**src/rtl/usb_rx_pkg.sv**
```systemverilog
// Purpose : shared receive-side USB types (line states, EOP FSM states, counter width).
// Latency : n/a (types and constants only).
// Backpressure: n/a.
//
// Contents:
//   line_state_t - decoded differential pair state
//   eop_state_t  - EOP detector FSM states
//   CNT_W        - width of the EOP detector sample counter
package usb_rx_pkg;

   localparam int CNT_W = 8;

   typedef enum logic [1:0] {
      LS_SE0 = 2'd0,
      LS_J   = 2'd1,
      LS_K   = 2'd2,
      LS_SE1 = 2'd3
   } line_state_t;

   typedef enum logic [1:0] {
      IDLE    = 2'd0,
      SE0_CNT = 2'd1,
      J_CHK   = 2'd2
   } eop_state_t;

endpackage

```
**src/rtl/eop_detector_if.sv**
```systemverilog
// Purpose : bundle of line-side inputs and event outputs of the EOP detector.
// Latency : n/a (wiring only).
// Backpressure: none; the receive line is free-running.
//
// Signals:
//   enable        receiver active (0 forces the detector to IDLE)
//   d_plus/d_minus synchronized differential pair
//   eop_detected  one-cycle pulse, valid EOP
//   eop_error     one-cycle pulse, malformed EOP
//   se0_active    level, detector is counting SE0
//   usb_reset     level, bus reset seen (tied 0 without BUS_RESET_DETECT_EN)
// Modports: master = line/control side, slave = detector side.
interface eop_detector_if;

   logic enable;
   logic d_plus;
   logic d_minus;
   logic eop_detected;
   logic eop_error;
   logic se0_active;
   logic usb_reset;

   modport master (
      output enable, d_plus, d_minus,
      input  eop_detected, eop_error, se0_active, usb_reset
   );

   modport slave (
      input  enable, d_plus, d_minus,
      output eop_detected, eop_error, se0_active, usb_reset
   );

endinterface

```
**src/rtl/line_state_decode.sv**
```systemverilog
// Purpose : map the synchronized D+/D- pair onto a line_state_t.
// Latency : combinational, zero cycles.
// Backpressure: none.
//
// Ports:
//   i_d_plus, i_d_minus  synchronized differential pair
//   o_line_state         SE0 (0,0), J (1,0), K (0,1), SE1 (1,1)
module line_state_decode
   import usb_rx_pkg::*;
(
   input  logic        i_d_plus,
   input  logic        i_d_minus,
   output line_state_t o_line_state
);

   always_comb begin
      o_line_state = LS_SE0;
      case ({i_d_plus, i_d_minus})
         2'b00:   o_line_state = LS_SE0;
         2'b10:   o_line_state = LS_J;
         2'b01:   o_line_state = LS_K;
         default: o_line_state = LS_SE1;
      endcase
   end

endmodule

```
**src/rtl/eop_detector.sv**
```systemverilog
// Purpose : detect USB End-Of-Packet (SE0 ~2 bit times, then J for 1 bit time) on the receive pair.
// Latency : eop_detected/eop_error pulse in the cycle after the deciding sample; all outputs registered.
// Backpressure: none; one sample is consumed every clock.
//
// Ports:
//   clk   system clock, rising edge
//   rst   synchronous active-high reset
//   bus   eop_detector_if.slave (enable, d_plus, d_minus in; eop_detected, eop_error,
//         se0_active, usb_reset out)
// Optional feature macro: BUS_RESET_DETECT_EN -- when defined, an SE0 lasting RESET_CLKS
// samples raises usb_reset instead of ending in eop_error.
module eop_detector
   import usb_rx_pkg::*;
#(
   parameter int SE0_MIN_CLKS = 12,
   parameter int SE0_MAX_CLKS = 20,
   parameter int J_CLKS       = 8,
   parameter int RESET_CLKS   = 64
)
(
   input  logic           clk,
   input  logic           rst,
   eop_detector_if.slave  bus
);

   if (!((SE0_MIN_CLKS <= SE0_MAX_CLKS) && (SE0_MAX_CLKS < RESET_CLKS) &&
         (RESET_CLKS <= 255) && (J_CLKS >= 2) && (J_CLKS <= 255))) begin : g_bad_params
      $error("eop_detector: illegal parameter combination");
   end

   localparam logic [CNT_W-1:0] C_SE0_MIN = CNT_W'(SE0_MIN_CLKS);
   localparam logic [CNT_W-1:0] C_SE0_MAX = CNT_W'(SE0_MAX_CLKS);
   localparam logic [CNT_W-1:0] C_J_LAST  = CNT_W'(J_CLKS - 1);
   localparam logic [CNT_W-1:0] C_CNT_MAX = {CNT_W{1'b1}};

   line_state_t       w_ls;
   eop_state_t        r_state;
   eop_state_t        w_state_nxt;
   logic [CNT_W-1:0]  r_cnt;
   logic [CNT_W-1:0]  w_cnt_nxt;
   logic [CNT_W-1:0]  w_cnt_inc;
   logic              w_det_nxt;
   logic              w_err_nxt;
   logic              w_in_bus_reset;
   logic              r_eop_detected;
   logic              r_eop_error;
   logic              r_se0_active;

   line_state_decode u_decode (
      .i_d_plus     (bus.d_plus),
      .i_d_minus    (bus.d_minus),
      .o_line_state (w_ls)
   );

   // Saturating increment so an arbitrarily long SE0 cannot wrap back into the valid window.
   assign w_cnt_inc = (r_cnt == C_CNT_MAX) ? r_cnt : r_cnt + 1'b1;

`ifdef BUS_RESET_DETECT_EN
   localparam logic [CNT_W-1:0] C_RESET = CNT_W'(RESET_CLKS);
   logic r_usb_reset;
   logic w_usb_reset_nxt;

   // Once set, usb_reset stays up exactly as long as the FSM keeps counting SE0.
   assign w_usb_reset_nxt = (w_state_nxt == SE0_CNT) &&
                            (r_usb_reset || (w_cnt_nxt >= C_RESET));
   assign w_in_bus_reset  = r_usb_reset;
   assign bus.usb_reset   = r_usb_reset;
`else
   assign w_in_bus_reset  = 1'b0;
   assign bus.usb_reset   = 1'b0;
`endif

   always_comb begin
      w_state_nxt = r_state;
      w_cnt_nxt   = r_cnt;
      w_det_nxt   = 1'b0;
      w_err_nxt   = 1'b0;
      if (!bus.enable) begin
         w_state_nxt = IDLE;
         w_cnt_nxt   = '0;
      end else begin
         case (r_state)
            IDLE: begin
               // SE1 and K are line noise here; only SE0 can open an EOP.
               if (w_ls == LS_SE0) begin
                  w_state_nxt = SE0_CNT;
                  w_cnt_nxt   = CNT_W'(1);
               end
            end
            SE0_CNT: begin
               case (w_ls)
                  LS_SE0: w_cnt_nxt = w_cnt_inc;
                  LS_J: begin
                     w_state_nxt = IDLE;
                     w_cnt_nxt   = '0;
                     if (w_in_bus_reset) begin
                        // End of a bus reset is not a malformed EOP.
                     end else if ((r_cnt >= C_SE0_MIN) && (r_cnt <= C_SE0_MAX)) begin
                        w_state_nxt = J_CHK;
                        w_cnt_nxt   = CNT_W'(1);
                     end else begin
                        w_err_nxt   = 1'b1;
                     end
                  end
                  default: begin
                     w_state_nxt = IDLE;
                     w_cnt_nxt   = '0;
                     w_err_nxt   = !w_in_bus_reset;
                  end
               endcase
            end
            J_CHK: begin
               if (w_ls == LS_J) begin
                  if (r_cnt == C_J_LAST) begin
                     w_state_nxt = IDLE;
                     w_cnt_nxt   = '0;
                     w_det_nxt   = 1'b1;
                  end else begin
                     w_cnt_nxt   = w_cnt_inc;
                  end
               end else begin
                  // Includes SE0: the sample is spent on the error, not on a new EOP.
                  w_state_nxt = IDLE;
                  w_cnt_nxt   = '0;
                  w_err_nxt   = 1'b1;
               end
            end
            default: begin
               w_state_nxt = IDLE;
               w_cnt_nxt   = '0;
            end
         endcase
      end
   end

   always_ff @(posedge clk) begin
      if (rst) begin
         r_state        <= IDLE;
         r_cnt          <= '0;
         r_eop_detected <= 1'b0;
         r_eop_error    <= 1'b0;
         r_se0_active   <= 1'b0;
      end else begin
         r_state        <= w_state_nxt;
         r_cnt          <= w_cnt_nxt;
         r_eop_detected <= w_det_nxt;
         r_eop_error    <= w_err_nxt;
         r_se0_active   <= (w_state_nxt == SE0_CNT);
      end
   end

`ifdef BUS_RESET_DETECT_EN
   always_ff @(posedge clk) begin
      if (rst) begin
         r_usb_reset <= 1'b0;
      end else begin
         r_usb_reset <= w_usb_reset_nxt;
      end
   end
`endif

   assign bus.eop_detected = r_eop_detected;
   assign bus.eop_error    = r_eop_error;
   assign bus.se0_active   = r_se0_active;

endmodule
```
**src/flat_wrapper.sv**
```systemverilog
// flat-port wrapper written by rule: the top's interface ports become plain ports
module eop_detector_flat import usb_rx_pkg::*;
#(
   parameter int SE0_MIN_CLKS = 12,
   parameter int SE0_MAX_CLKS = 20,
   parameter int J_CLKS       = 8,
   parameter int RESET_CLKS   = 64
)
  (clk, rst, bus_enable, bus_d_plus, bus_d_minus, bus_eop_detected, bus_eop_error, bus_se0_active, bus_usb_reset);
  eop_detector_if bus_i ();
  input  logic clk;
  input  logic rst;
  input wire logic [$bits(bus_i.enable)-1:0] bus_enable;
  input wire logic [$bits(bus_i.d_plus)-1:0] bus_d_plus;
  input wire logic [$bits(bus_i.d_minus)-1:0] bus_d_minus;
  output wire logic [$bits(bus_i.eop_detected)-1:0] bus_eop_detected;
  output wire logic [$bits(bus_i.eop_error)-1:0] bus_eop_error;
  output wire logic [$bits(bus_i.se0_active)-1:0] bus_se0_active;
  output wire logic [$bits(bus_i.usb_reset)-1:0] bus_usb_reset;
  assign bus_i.enable = bus_enable;
  assign bus_i.d_plus = bus_d_plus;
  assign bus_i.d_minus = bus_d_minus;
  assign bus_eop_detected = bus_i.eop_detected;
  assign bus_eop_error = bus_i.eop_error;
  assign bus_se0_active = bus_i.se0_active;
  assign bus_usb_reset = bus_i.usb_reset;
  eop_detector #(.SE0_MIN_CLKS(SE0_MIN_CLKS), .SE0_MAX_CLKS(SE0_MAX_CLKS), .J_CLKS(J_CLKS), .RESET_CLKS(RESET_CLKS)) u_core (.clk(clk), .rst(rst), .bus(bus_i));
endmodule
```
**config.mk**
```make
export PLATFORM = sky130hd
export DESIGN_NAME = eop_detector_flat
export DESIGN_NICKNAME = d
export VERILOG_FILES = /design/src/rtl/usb_rx_pkg.sv /design/src/rtl/eop_detector_if.sv /design/src/rtl/line_state_decode.sv /design/src/rtl/eop_detector.sv /design/src/flat_wrapper.sv
export SDC_FILE = /design/constraint.sdc
export NUM_CORES = 1
export LEC_CHECK = 0
export ABC_AREA = 1
export CAP_MARGIN = 20
export CELL_PAD_IN_SITES_DETAIL_PLACEMENT = 0
export CELL_PAD_IN_SITES_GLOBAL_PLACEMENT = 1
export CORE_ASPECT_RATIO = 1.25
export CORE_UTILIZATION = 36
export DETAILED_ROUTE_END_ITERATION = 7
export DONT_BUFFER_PORTS = 1
export PLACE_DENSITY = 0.69
export SLEW_MARGIN = 40
export SYNTH_ARGS = -nofsm -noshare
export SYNTH_HDL_FRONTEND = slang
export SYNTH_SLANG_ARGS = --single-unit
```
**constraint.sdc**
```tcl
create_clock -name clk -period 2 [get_ports clk]
set_clock_uncertainty 0.1 [all_clocks]
set_input_delay 0.3 -clock clk [delete_from_list [all_inputs] [get_ports clk]]
set_output_delay 0.3 -clock clk [all_outputs]
set_load 0.1 [all_outputs]
```
==> metrics.cfg <==
[route]
via_per_inst = 4.67
ant_nets = 0
post_drt_wl_per_cell_um = 10.9
vias = 794
drc = 0
drt_pre_antenna_iters = 4
wl_um = 1860
drtIter0Drc = 25

[logic_synthesis]
ys_types = 26
synth-async-reset-ratio = 0
synth_edf_count = 0
synth_flop_cell = dfxtp_1
ys_seq_area_frac = 0.287
synth_xor_xnor_area_share = 0.0290
muxShareOfSynthArea = 0
yosys-top-cells-area = dfxtp_1 (29%), nand2_1 (12%), ha_1 (8.3%), inv_1 (7.5%), nand3_1 (6.6%)
synth_compound_area_frac = 0.0746
syn_inst = 132
synthAdderAreaFrac = 0.0829
yosysWarnings = 0
synth_seq_cells = 13
yosysTopAreaCellShare = 0.287
synth_simple_gate_area_frac = 0.420
synth.avg_cell_area_um2 = 6.86
syn_nets = 143
yosysTopAreaCell = dfxtp_1
synth_top_family_by_area = simple AND/OR/NAND/NOR gates
syn_area_um2 = 906

[setup_path]
worstSetupPathType = reg -> reg
arrival_ps = 1710
ff2ff_setup_slack_ps = 400
worstSetupEndpointType = flip-flop
path_max_fanout = 5
critPathRequiredTime_ps = 2110
critPathLaunchType = flip-flop

[global_routing]
grt_pass1_wl_um = 3160
gr-total-overflow = 0
grt_start_max_net_pins = 8
grt.total_usage = 0.165
antenna_found_initial = 0
grt_pass1_vias = 749

[min_path]
hold_class = in -> reg

[finish]
drive_gt1_frac = 0.158
final_util = 0.436
area_growth_syn_to_layout_pct = 9.94
antenna_cells = 0
final_area_um2 = 996
nFillCells = 266
nNetsFinal = 151
seq_area_um2 = 260
multi_input_area_um2 = 553
final_cells = 170

[pwr]
intPower_mw = 0.356
p_leak_nw = 0.449
power_frac_comb = 0.123
power.share.sequential = 0.531
switchingPower_mw = 0.141
p_clk_frac = 0.346
vdd_ir_drop_max_v = 0.000298
p_sw_frac = 0.284
power_density_mw_per_mm2 = 500

[placement]
post-dp-hpwl_um = 1550
port_buffers = 0
pre_cts_slack_ps = 430
place_area_um2 = 960
placed_cells = 165
gp_congestion = 0.888

[cts]
clock_latency_ps = 280
h-tree-depth = 1
clk_pin_slew_ps = 90
ctsRootBufferMaster = clkbuf_4
cts_tree = yes
clkSinkCount = 13
cts_made_buffers = 3
clock_path_buffers = 2
ctsResizeCount = 0

[timing]
rsz0062_at_grt = false
final.setup.tns_ps = 0
hold_violations = 0
fin_crit_sh = 0.800
max_freq_ghz = 0.625
final-max-slew-violation-count = 0
setup_viol = 0
setup_slack_ps = 401
period_needed_ps = 1600

[die]
die_y_um = 58.1
rows = 19
start_util = 0.397
dieArea_mm2 = 0.00272
die_w_um = 46.9
core_area_mm2 = 0.00228
ioPinCount = 9

[job]
maxCapViolations = 0

[run_status]
status = finished clean

-- per-stage QoR --
step	hold WS [ps]	power, mW
after floorplan	296	0.322
after global placement	303	0.330
after detailed placement	307	0.330
after CTS	1.29	0.505
after global routing	69.0	0.527
final	69.6	0.498
-- sequential cells by signal (all words and copies together) (netlist names) --
register / flops
u_core.r_cnt: 8
u_core.bus.eop_error: 1
u_core.bus.eop_detected: 1
u_core.bus.se0_active: 1
u_core.r_state: 2
-- metal layers --
layer,global-route usage,vias up,routed length (µm)
met5,0,-,0
met2,0.248,12,872
met4,0.110,0,62
li1,-,424,-
met1,0.202,352,878
met3,0.0405,6,46
-- cells in the final DEF, fill, tap and decap left out --
| cell | netlist | layout |
|---|---|---|
| or2_0 | 2 | 2 |
| o211ai_1 | 1 | 1 |
| nand2_2 | 2 | 2 |
| o21ai_0 | 1 | 1 |
| inv_1 | 18 | 18 |
| xor2_1 | 2 | 2 |
| nor2_1 | 14 | 14 |
| xnor2_1 | 1 | 1 |
| clkbuf_1 | 0 | 1 |
| buf_4 | 1 | 3 |
| nor3_1 | 1 | 1 |
| nand4_1 | 1 | 1 |
| clkbuf_4 | 0 | 3 |
| inv_4 | 1 | 1 |
| nand3_1 | 12 | 12 |
| conb_1 | 1 | 1 |
| nor3b_2 | 1 | 1 |
| a21oi_1 | 9 | 9 |
| dlygate4sd3_1 | 0 | 1 |
| nand2_1 | 30 | 30 |
| dfxtp_1 | 13 | 13 |
| ha_1 | 6 | 6 |
| clkinv_1 | 1 | 1 |
| inv_2 | 2 | 2 |
| nor2_4 | 5 | 5 |
| o21ai_1 | 2 | 2 |
| nor2_2 | 1 | 1 |
| nand2_4 | 3 | 3 |
| nor3_2 | 1 | 1 |
-- Yosys cell counts (3+ instances only) --
cell	number
dfxtp_1	13
ha_1	6
inv_1	18
nand2_1	30
nand2_4	3
nor2_1	14
nor2_4	5
nand3_1	12
a21oi_1	9
-- cell type report --
class,count,area share
timing repair buffer,4,0.0327
tap,31,0.0389
clock buffer,4,0.0264
sequential,13,0.261
multi-input combinational,96,0.555
inverter,22,0.0854
-- cell families after synthesis --
family                     count (synthesis)
buffers and inverters                     23
AOI/OAI and AO/OA                         13
other                                      1
adders and majority gates                  6
and+or+nand+nor                           73
DFF                                       13
xor gates and xnor gates                   3
-- what timing repair did --
action | CTS | global route
setup buffers | 0 | 0
hold buffers | 0 | 1
endpoints found under the hold margin | 0 | 1
-- power groups by stage --
stage | registers, mW | clock network (mW) | logic (mW)
after global placement | 0.270 | 0 | 0.0599
final | 0.264 | 0.172 | 0.0613
after global routing | 0.265 | 0.194 | 0.0679
after floorplan | 0.275 | 0 | 0.0466
after CTS | 0.264 | 0.180 | 0.0604
after detailed placement | 0.270 | 0 | 0.0597
-- path summary, 6_finish.rpt --
path,from,endpoint,depth (start not counted)
min,rst,u_core.r_cnt[0]$_SDFFE_PP0P_,3
max reg2reg,u_core.r_state[1]$_SDFF_PP0_,u_core.r_cnt[3]$_SDFFE_PP0P_,8
min reg2reg,u_core.r_cnt[6]$_SDFFE_PP0P_,u_core.r_cnt[6]$_SDFFE_PP0P_,2
max,u_core.r_state[1]$_SDFF_PP0_,u_core.r_cnt[3]$_SDFFE_PP0P_,8
-- worst max-delay path, stage by stage (launching register included) --
cell and delay, ps:
dfxtp_1 350, inv_1 90, ha_1 210, inv_2 70, nor2_4 180, inv_4 70, a21oi_1 120, nand2_1 150
nor3b_2 180
No activity file was read; power rests on OpenSTA's default activity.
